**config.mk**
```make
export PLATFORM = sky130hd
export DESIGN_NAME = apb_regfile_slave
export DESIGN_NICKNAME = d
export VERILOG_FILES = /design/src/rtl/apb_regfile_slave.sv
export SDC_FILE = /design/constraint.sdc
export NUM_CORES = 1
export LEC_CHECK = 0
export ABC_AREA = 1
export CORE_AREA = 2 2 197 219
export DETAILED_ROUTE_END_ITERATION = 8
export DIE_AREA = 0 0 199 221
export MAX_ROUTING_LAYER = met4
export PLACE_DENSITY = 0.83
export SLEW_MARGIN = 10
export SYNTH_ARGS = -nofsm -noshare
export SYNTH_HDL_FRONTEND = slang
export SYNTH_SLANG_ARGS = --single-unit
export TNS_END_PERCENT = 1
```
**constraint.sdc**
```tcl
create_clock -name pclk -period 4.5 [get_ports pclk]
set_clock_uncertainty 0.05 [all_clocks]
set_input_delay 0.9 -clock pclk [delete_from_list [all_inputs] [get_ports pclk]]
set_output_delay 0.9 -clock pclk [all_outputs]
set_load 0.02 [all_outputs]
```
**src/rtl/apb_regfile_slave.sv**
```systemverilog
// -----------------------------------------------------------------------------
// apb_regfile_slave
//
// APB slave that holds a register file of NUM_REGS words of DATA_WIDTH bits.
// It supports programmable wait states, byte write strobes and read-only
// registers. It flags decode errors and protocol errors on pslave_error.
//
// Ports
//   pclk          in   clock; every state change happens on the rising edge
//   presetn       in   asynchronous active-low reset
//   paddr         in   byte address (ADDR_WIDTH)
//   pselx         in   slave select
//   penable       in   access-phase indicator
//   pwrite        in   1 = write, 0 = read
//   pwdata        in   write data (DATA_WIDTH)
//   pstrb         in   byte write enables (DATA_WIDTH/8)
//   pready        out  the transfer completes in this cycle
//   prdata        out  read data; zero unless pready is high and no error
//   pslave_error  out  error flag; zero unless pready is high
//
// The outputs are combinational from the internal state and the APB inputs.
// The module has no output registers.
// -----------------------------------------------------------------------------
module apb_regfile_slave #(
    parameter int                  ADDR_WIDTH  = 8,
    parameter int                  DATA_WIDTH  = 32,
    parameter int                  NUM_REGS    = 16,
    parameter int                  WAIT_STATES = 0,
    parameter logic [NUM_REGS-1:0] RO_MASK     = '0
) (
    input  logic                    pclk,
    input  logic                    presetn,
    input  logic [ADDR_WIDTH-1:0]   paddr,
    input  logic                    pselx,
    input  logic                    penable,
    input  logic                    pwrite,
    input  logic [DATA_WIDTH-1:0]   pwdata,
    input  logic [DATA_WIDTH/8-1:0] pstrb,
    output logic                    pready,
    output logic [DATA_WIDTH-1:0]   prdata,
    output logic                    pslave_error
);

    localparam int BYTES = DATA_WIDTH / 8;
    localparam int OFFS  = $clog2(BYTES);
    localparam int IDX_W = (NUM_REGS > 1) ? $clog2(NUM_REGS) : 1;

    localparam logic [ADDR_WIDTH-1:0] LOW_MASK = ADDR_WIDTH'(BYTES - 1);
    // One extra bit so that NUM_REGS == 2^(ADDR_WIDTH-OFFS) is still representable.
    localparam logic [ADDR_WIDTH:0]   NREGS    = (ADDR_WIDTH + 1)'(NUM_REGS);
    localparam logic [3:0]            WS       = 4'(WAIT_STATES);

    logic [DATA_WIDTH-1:0] r_regs [NUM_REGS];
    logic                  r_armed;
    logic [3:0]            r_wcnt;

    logic [ADDR_WIDTH-1:0] w_idx;
    logic [IDX_W-1:0]      w_ridx;
    logic                  w_in_range;
    logic                  w_misaligned;
    logic                  w_ro;
    logic                  w_viol;
    logic                  w_access;
    logic                  w_ready;
    logic                  w_err;
    logic                  w_wr_en;

    // Address decode
    assign w_idx        = paddr >> OFFS;
    assign w_ridx       = w_idx[IDX_W-1:0];
    assign w_in_range   = ({1'b0, w_idx} < NREGS);
    assign w_misaligned = ((paddr & LOW_MASK) != '0);
    // Look at the read-only mask only for a decoded index, so that an
    // out-of-range index never selects a mask bit.
    assign w_ro         = w_in_range && RO_MASK[w_ridx];

    // Handshake. An enable with no prior setup is a protocol violation.
    // It completes at once so that the master is not stalled.
    assign w_viol   = pselx & penable & ~r_armed;
    assign w_access = pselx & penable &  r_armed;
    // Gating with presetn keeps pready low while reset is asserted, even if
    // the master leaves pselx and penable high.
    assign w_ready  = presetn & (w_viol | (w_access & (r_wcnt == WS)));

    assign w_err    = w_misaligned | ~w_in_range | (pwrite & w_ro) | w_viol;
    assign w_wr_en  = w_ready & pwrite & ~w_err;

    assign pready       = w_ready;
    assign pslave_error = w_ready & w_err;
    assign prdata       = (w_ready && !w_err) ? r_regs[w_ridx] : '0;

    // Transfer tracking: armed by a setup phase, cleared by completion or abort.
    always_ff @(posedge pclk or negedge presetn) begin
        if (!presetn) begin
            r_armed <= 1'b0;
            r_wcnt  <= '0;
        end else if (pselx && !penable) begin
            // A setup phase may directly follow a completion cycle.
            r_armed <= 1'b1;
            r_wcnt  <= '0;
        end else if (w_ready) begin
            r_armed <= 1'b0;
            r_wcnt  <= '0;
        end else if (!pselx) begin
            r_armed <= 1'b0;
            r_wcnt  <= '0;
        end else if (w_access && (r_wcnt < WS)) begin
            r_wcnt  <= r_wcnt + 4'd1;
        end
    end

    // Register file with byte-lane writes on the completion edge.
    always_ff @(posedge pclk or negedge presetn) begin
        if (!presetn) begin
            for (int r = 0; r < NUM_REGS; r++) begin
                r_regs[r] <= '0;
            end
        end else if (w_wr_en) begin
            for (int k = 0; k < BYTES; k++) begin
                if (pstrb[k]) begin
                    r_regs[w_ridx][k*8 +: 8] <= pwdata[k*8 +: 8];
                end
            end
        end
    end

endmodule

```
==> results.sh, run 1 <==
export IMPL_synth_warnings=0
export IMPL_clock_sinks=513
export IMPL_synthMuxAreaShare=0
export IMPL_path_class="input port to primary output"
export IMPL_netlist_instances=3213
export IMPL_synth_fa_ha_area_frac=0
export IMPL_finalSetupViolations=2
export IMPL_die_area_um2=44000
export IMPL_cap_violations=0
export IMPL_synth_top_family_by_area="simple AND/OR/NAND/NOR gates"
export IMPL_endpoint_kind="primary output"
export IMPL_grt_pass1_wl_um=119000
export IMPL_die_h_um=221
export IMPL_synth_simple_gate_area_frac=0.317
export IMPL_wirelength_um=73700
export IMPL_cp_slowest_stage_delay_ps=580
export IMPL_post_cts_resized=0
export IMPL_rows=79
export IMPL_start_util=0.633
export IMPL_cp_depth=10
export IMPL_ys_seq_area_frac=0.485
export IMPL_worstMarginPinSlew_ps=1100
export IMPL_gp_congestion=0.912
export IMPL_crit_chain="clkdlybuf4s50_1 -> buf_4 -> nand2_8 -> inv_2 -> nand2_1 -> nand4_1 -> nand2_1 -> nand2_1 -> nor2_1 -> clkdlybuf4s50_1"
export IMPL_hold_viol_final=0
export IMPL_postCtsHoldBufs=0
export IMPL_worst_slack_ps=-11.2
export IMPL_clockBufferDepth=3
export IMPL_placed_area_um2=27200
export IMPL_drv_slew=0
export IMPL_drcViolationCount=0
export IMPL_layout_common_cells="909 x nand2_1, 598 x nor2_1, 513 x dfrtp_1"
export IMPL_grt_ovfl_total=0
export IMPL_antenna_found_initial=1
export IMPL_cts_max_level=2
export IMPL_ys_ff_latch=513
export IMPL_core_um2=41800
export IMPL_synth_fp_nets=3262
export IMPL_max_freq_ghz=0.222
export IMPL_synth_xor_area_frac=0
export IMPL_layout_commonest_cell="nand2_1"
export IMPL_area_growth_synth_to_final_pct=9.84
export IMPL_critPathMostFrequentCell="nand2_1"
export IMPL_grt_use_total=0.355
export IMPL_min_period_over_period=1.00
export IMPL_vias_per_cell=5.92
export IMPL_critical_path_required_ps=3550
export IMPL_period_minus_slack_ps=4510
export IMPL_post_cts_buffers=0
export IMPL_synth_top_area_share=0.485
export IMPL_status="finished with violations"
export IMPL_ys_types=29
export IMPL_place_port_buffers=82
export IMPL_clk_latency_ps=620
export IMPL_synth_top_area_cell="dfrtp_1"
export IMPL_rsz0062_at_grt="true"
export IMPL_power_leakage_uw=0.0138
export IMPL_hpwlAfterDp_um=46100
export IMPL_critPathSlowestCell="clkdlybuf4s50_1"
export IMPL_max_slew_margin_rel=0.266
export IMPL_syn_area_per_cell_um2=8.24
export IMPL_synth_compound_gate_area_share=0.122
export IMPL_grt_pass1_vias=22200
export IMPL_vdd_drop_max_mv=0.332
export IMPL_stdcell_area_um2=29100
export IMPL_total_power_uw=10200
export IMPL_cts_buffers=52
export IMPL_wl_per_cell_um=19.4
export IMPL_worstPathArrival_ps=3560
export IMPL_hp_class="input port to async pin"
export IMPL_die_width_um=199
export IMPL_vias=22400
export IMPL_netlist_area_um2=26500
export IMPL_cts_root_buffer_cell="clkbuf_16"
export IMPL_cp_top_family="buffers and inverters"
export IMPL_tritoncts="yes"
export IMPL_nNetsFinal=3228
export IMPL_dp_worst_setup_slack_ps=51.2
export IMPL_dr_first_iter_drc_count=2461
export IMPL_hold_slack_ps=60.7
export IMPL_final_util=0.696
export IMPL_r2r_cells=8
export IMPL_synth_area_top_cells="dfrtp_1 48%, nand2_1 13%, nor2_1 8.5%"
export IMPL_ioPinCount=83
export IMPL_crit_path_start_kind="input port"
export IMPL_drtAntennaViolNets=0
export IMPL_failed_checks="setup timing"
export IMPL_power_density_nw_per_um2=351
export IMPL_grt_start_max_net_pins=83
export IMPL_path_buf_inv=4
export IMPL_drive_gt1_frac=0.119
export IMPL_clk_pin_slew_ps=70
export IMPL_first_pass_iters=7
export IMPL_cp_max_fo=25
[per-layer routing]
metal  up-vias  GRT usage  wire length (µm)
met1     10700      0.448             28700
met4         0      0.188              3960
met3       290     0.0617              6550
met2      1182      0.548             34500
li1      10200          -                 -
met5         -          -                 0
[flip-flops by register name (all words and copies together), names as in the netlist]
register  flops
r_armed       1
r_regs      512
[cell families (layout without fill, tap and decap cells)]
family / after synthesis / in the layout
AOI/OAI and AO/OA: 544 / 544
buffers and inverters: 368 / 378
DFF: 513 / 513
other: 0 / 1
and+or+nand+nor: 1788 / 1788
[where the power goes]
group          leakage (µW)  internal (µW)  switching, µW
clock              0.000900           2800           1890
combinational       0.00573            227            639
sequential          0.00717           4630           7.84
[Yosys cell counts]
cell	number
nor2_8	12
buf_4	8
inv_2	1
clkbuf_1	76
dfrtp_1	513
nand2_4	4
nor2_2	1
nor2_4	6
o21ai_2	137
buf_12	2
clkbuf_2	3
nand2_1	909
buf_6	52
nand2_8	3
buf_8	7
nand3_1	161
nand3_2	1
nand4_4	61
clkbuf_8	1
o21ai_0	312
and2_1	1
inv_1	136
buf_2	64
inv_4	3
o21ai_1	95
nand4_2	1
nor2_1	601
buf_1	15
nand4_1	27
[stage by stage]
stage               setup TNS (ps)  cells
global route                  -496   3791
CTS                              0   3790
global placement                 0   3692
floorplan                        0   3213
detailed placement               0   3692
finish                       -14.0   3791
[path summary, 6_finish.rpt]
kind | startpoint | endpoint | slack, ps
worst max register to register | r_armed$_DFFE_PN0P_ | r_regs[203]$_DFFE_PN0P_ | 2240
worst max-delay path | paddr[3] | prdata[4] | -10
worst min-delay path | presetn | r_regs[382]$_DFFE_PN0P_ | 60
min in group pclk | r_regs[111]$_DFFE_PN0P_ | r_regs[111]$_DFFE_PN0P_ | 430
worst min register to register | r_regs[111]$_DFFE_PN0P_ | r_regs[111]$_DFFE_PN0P_ | 430
max in group asynchronous | presetn | r_regs[392]$_DFFE_PN0P_ | 2300
[area by class of cell]
cell class                 instances  area, µm²
clock buffer                      75       1550
fill                            3187      12700
inverter                         140        533
clock inverter                    23        319
multi-input combinational       2332      11600
timing repair buffer             140       1490
antenna                            1       2.50
sequential                       513      12800
tap                              567        709
(Power assumes the default switching activity.)
==> inputs of run 2 (changes only) <==
--- a/config.mk
+++ b/config.mk
@@ -5,10 +5,9 @@
 export SDC_FILE = /design/constraint.sdc
 export NUM_CORES = 1
 export LEC_CHECK = 0
-export ABC_AREA = 1
-export CORE_AREA = 2 2 197 219
+export CORE_AREA = 2 2 190 211
 export DETAILED_ROUTE_END_ITERATION = 8
-export DIE_AREA = 0 0 199 221
+export DIE_AREA = 0 0 192 213
 export MAX_ROUTING_LAYER = met4
 export PLACE_DENSITY = 0.83
 export SLEW_MARGIN = 10
==> run 2 against run 1 <==
Compared with the run above:
- the run now ends clean
- synthesized area fell by 7.2%
- routed wire length shrank 27%
- synthesized cell count shrank 54%
- first-iteration DRC count is 68% lower
- die area fell by 7.0%
- via count decreased by 39%
- global-route usage fell by 6.7 points
- clock power decreased by 11%
- utilization grew 1.8 points
- sequential power about the same
- fmax is 5.9% higher
- largest cell class unchanged
==> results.sh, run 2 <==
export IMPL_wirelength_um=54000
export IMPL_dr_first_iter_drc_count=797
export IMPL_antennaDiodeCount=0
export IMPL_power_frac_comb=0.053
export IMPL_die_h_um=213
export IMPL_synth_simple_gate_area_frac=0.0674
export IMPL_crit_path_start_kind="input port"
export IMPL_power_density_nw_per_um2=336
export IMPL_synth_top_area_share=0.523
export IMPL_min_period_over_period=0.946
export IMPL_wl_per_cell_um=25.6
export IMPL_endpoint_kind="primary output"
export IMPL_die_area_um2=40900
export IMPL_cp_max_fo=39
export IMPL_finalSetupViolations=0
export IMPL_core_um2=38800
export IMPL_netlist_area_um2=24600
export IMPL_drtAntennaViolNets=0
export IMPL_cts_buffers=51
export IMPL_placed_area_um2=26100
export IMPL_critical_path_required_ps=3550
export IMPL_rsz0062_at_grt="false"
export IMPL_place_port_buffers=82
export IMPL_post_cts_resized=0
export IMPL_synth_warnings=0
export IMPL_power_leakage_uw=0.0132
export IMPL_path_class="input port to primary output"
export IMPL_die_width_um=192
export IMPL_max_freq_ghz=0.235
export IMPL_tns_ps=0
export IMPL_synth_area_top_cells="dfrtp_1 52%, mux2_2 23%, mux4_2 11%"
export IMPL_hold_viol_final=0
export IMPL_post_cts_buffers=0
export IMPL_yosys_cell_count_top_type="dfrtp_1"
export IMPL_synth_top_area_cell="dfrtp_1"
export IMPL_final_util=0.714
export IMPL_start_util=0.633
export IMPL_vias=13600
export IMPL_internal_power_uw=7220
export IMPL_drcViolationCount=0
export IMPL_synth_xor_area_frac=0
export IMPL_vdd_drop_max_mv=0.363
export IMPL_grt_start_max_net_pins=197
export IMPL_stdcell_area_um2=27700
export IMPL_async_flop_share=1.00
export IMPL_synth_edf_count=0
export IMPL_synth_top_cells_by_count="513 x dfrtp_1, 494 x mux2_2, 125 x mux4_2"
export IMPL_clk_pin_slew_ps=60
export IMPL_worstPathArrival_ps=3310
export IMPL_rows=76
export IMPL_period_minus_slack_ps=4260
export IMPL_layout_commonest_cell="dfrtp_1"
export IMPL_postCtsHoldBufs=0
export IMPL_layout_common_cells="513 x dfrtp_1, 494 x mux2_2, 125 x mux4_2"
export IMPL_hpwlAfterDp_um=32900
export IMPL_cap_violations=0
export IMPL_hp_class="input port to async pin"
export IMPL_ys_ff_latch=513
export IMPL_worstMarginPinSlew_ps=1070
export IMPL_cts_root_buffer_cell="clkbuf_16"
export IMPL_synth_top_family_by_area="multiplexers"
export IMPL_status="complete, no violations"
export IMPL_grt_ovfl_total=0
export IMPL_synth_fa_ha_area_frac=0
export IMPL_ioPinCount=83
export IMPL_synth_compound_gate_area_share=0.0207
export IMPL_grt_pass1_vias=15100
export IMPL_p_switching_uw=2080
export IMPL_clock_sinks=513
export IMPL_ys_seq_area_frac=0.523
export IMPL_clockPowerShare=0.448
export IMPL_drive_gt1_frac=0.530
export IMPL_regMostFlops="r_regs"
export IMPL_synthFlopType="dfrtp_1"
export IMPL_drv_slew=0
export IMPL_dp_cells=2027
export IMPL_clockBufferDepth=3
export IMPL_synth_fp_nets=1533
export IMPL_area_growth_synth_to_final_pct=12.8
export IMPL_reg_top3="r_regs (512), r_armed (1)"
export IMPL_nFillCells=2472
export IMPL_max_slew_margin_rel=0.285
export IMPL_layoutNonFillerInstCount=2110
export IMPL_largest_reg_flops=512
export IMPL_gp_congestion=0.759
export IMPL_power_share_sequential=0.499
export IMPL_ys_types=31
export IMPL_cts_max_level=2
export IMPL_grt_use_total=0.288
export IMPL_grt_pass1_wl_um=86300
export IMPL_swShare=0.224
export IMPL_netlist_instances=1484
export IMPL_nNetsFinal=1622
export IMPL_first_pass_iters=5
export IMPL_vias_per_cell=6.45
export IMPL_tritoncts="yes"
export IMPL_synthMuxAreaShare=0.367
export IMPL_clk_latency_ps=580
export IMPL_syn_area_per_cell_um2=16.5
export IMPL_antenna_found_initial=0
run 2: changes by cell type in the layout (fill, tap and decap cells not counted), moves of 33 or more:
cell      change
a211oi_1     +62
mux4_2      +125
nand4_4      -61
o21ai_2     -137
o21ai_0     -312
mux2_2      +494
mux2i_1      +33
nand2_1     -907
inv_1       -136
nor4_4       +61
nor2_1      -598
nand3_1     -160
o21ai_1      -95
run 2: cell families (layout without fill, tap and decap cells):
family,Yosys count,after routing
multiplexers,674,674
flip-flops,513,513
AND/OR/NAND/NOR,117,117
buffers and inverters,112,231
AO/OA/AOI/OAI,68,68
run 2: worst max-delay path, cell delays in order:
cell and delay, ps:
buf_6 440, mux4_2 580, nor2b_1 150, a211oi_1 500, a211oi_1 130, clkdlybuf4s50_1 580
run 2: path summary, 6_finish.rpt:
check	from	end	slack [ps]	depth (start not counted)
worst max-delay path	paddr[3]	prdata[20]	240	6
worst min-delay path	presetn	r_regs[373]$_DFFE_PN0P_	40	1
worst max register to register	r_armed$_DFFE_PN0P_	r_regs[29]$_DFFE_PN0P_	2050	4
worst min register to register	r_regs[400]$_DFFE_PN0P_	r_regs[400]$_DFFE_PN0P_	440	1
max in group asynchronous	presetn	r_regs[11]$_DFFE_PN0P_	2180	3
min in group pclk	r_regs[400]$_DFFE_PN0P_	r_regs[400]$_DFFE_PN0P_	440	1
run 2: metal layers:
| layer | part of all wire | wire length [µm] | GRT usage |
|---|---|---|---|
| met5 | 0 | 0 | - |
| met4 | 0.029 | 1580 | 0.0948 |
| met3 | 0.054 | 2910 | 0.0513 |
| met2 | 0.49 | 26400 | 0.452 |
| met1 | 0.43 | 23200 | 0.387 |
run 2: final cells by class:
cell class	instances	area (µm²)	share of cell area
tap	507	634	0.0229
sequential	513	12800	0.463
clock buffer	75	1490	0.0538
timing repair buffer	148	1420	0.0512
clock inverter	8	119	0.00429
multi-input combinational	859	11200	0.404
run 2: power groups by stage:
| stage | clock (µW) | sequential (µW) | combinational (µW) |
|---|---|---|---|
| floorplan | 0 | 4720 | 261 |
| global placement | 0 | 4720 | 491 |
| detailed placement | 0 | 4720 | 501 |
| CTS | 4230 | 4640 | 504 |
| global route | 4420 | 4640 | 540 |
| finish | 4160 | 4640 | 496 |
run 2: metrics by stage:
step	setup WS, ps	total power (µW)	hold slack [ps]
final	242	9300	40.3
after global routing	88.5	9600	28.8
after CTS	201	9370	18.2
after detailed placement	201	5230	425
after global placement	203	5210	413
after floorplan	942	4980	403
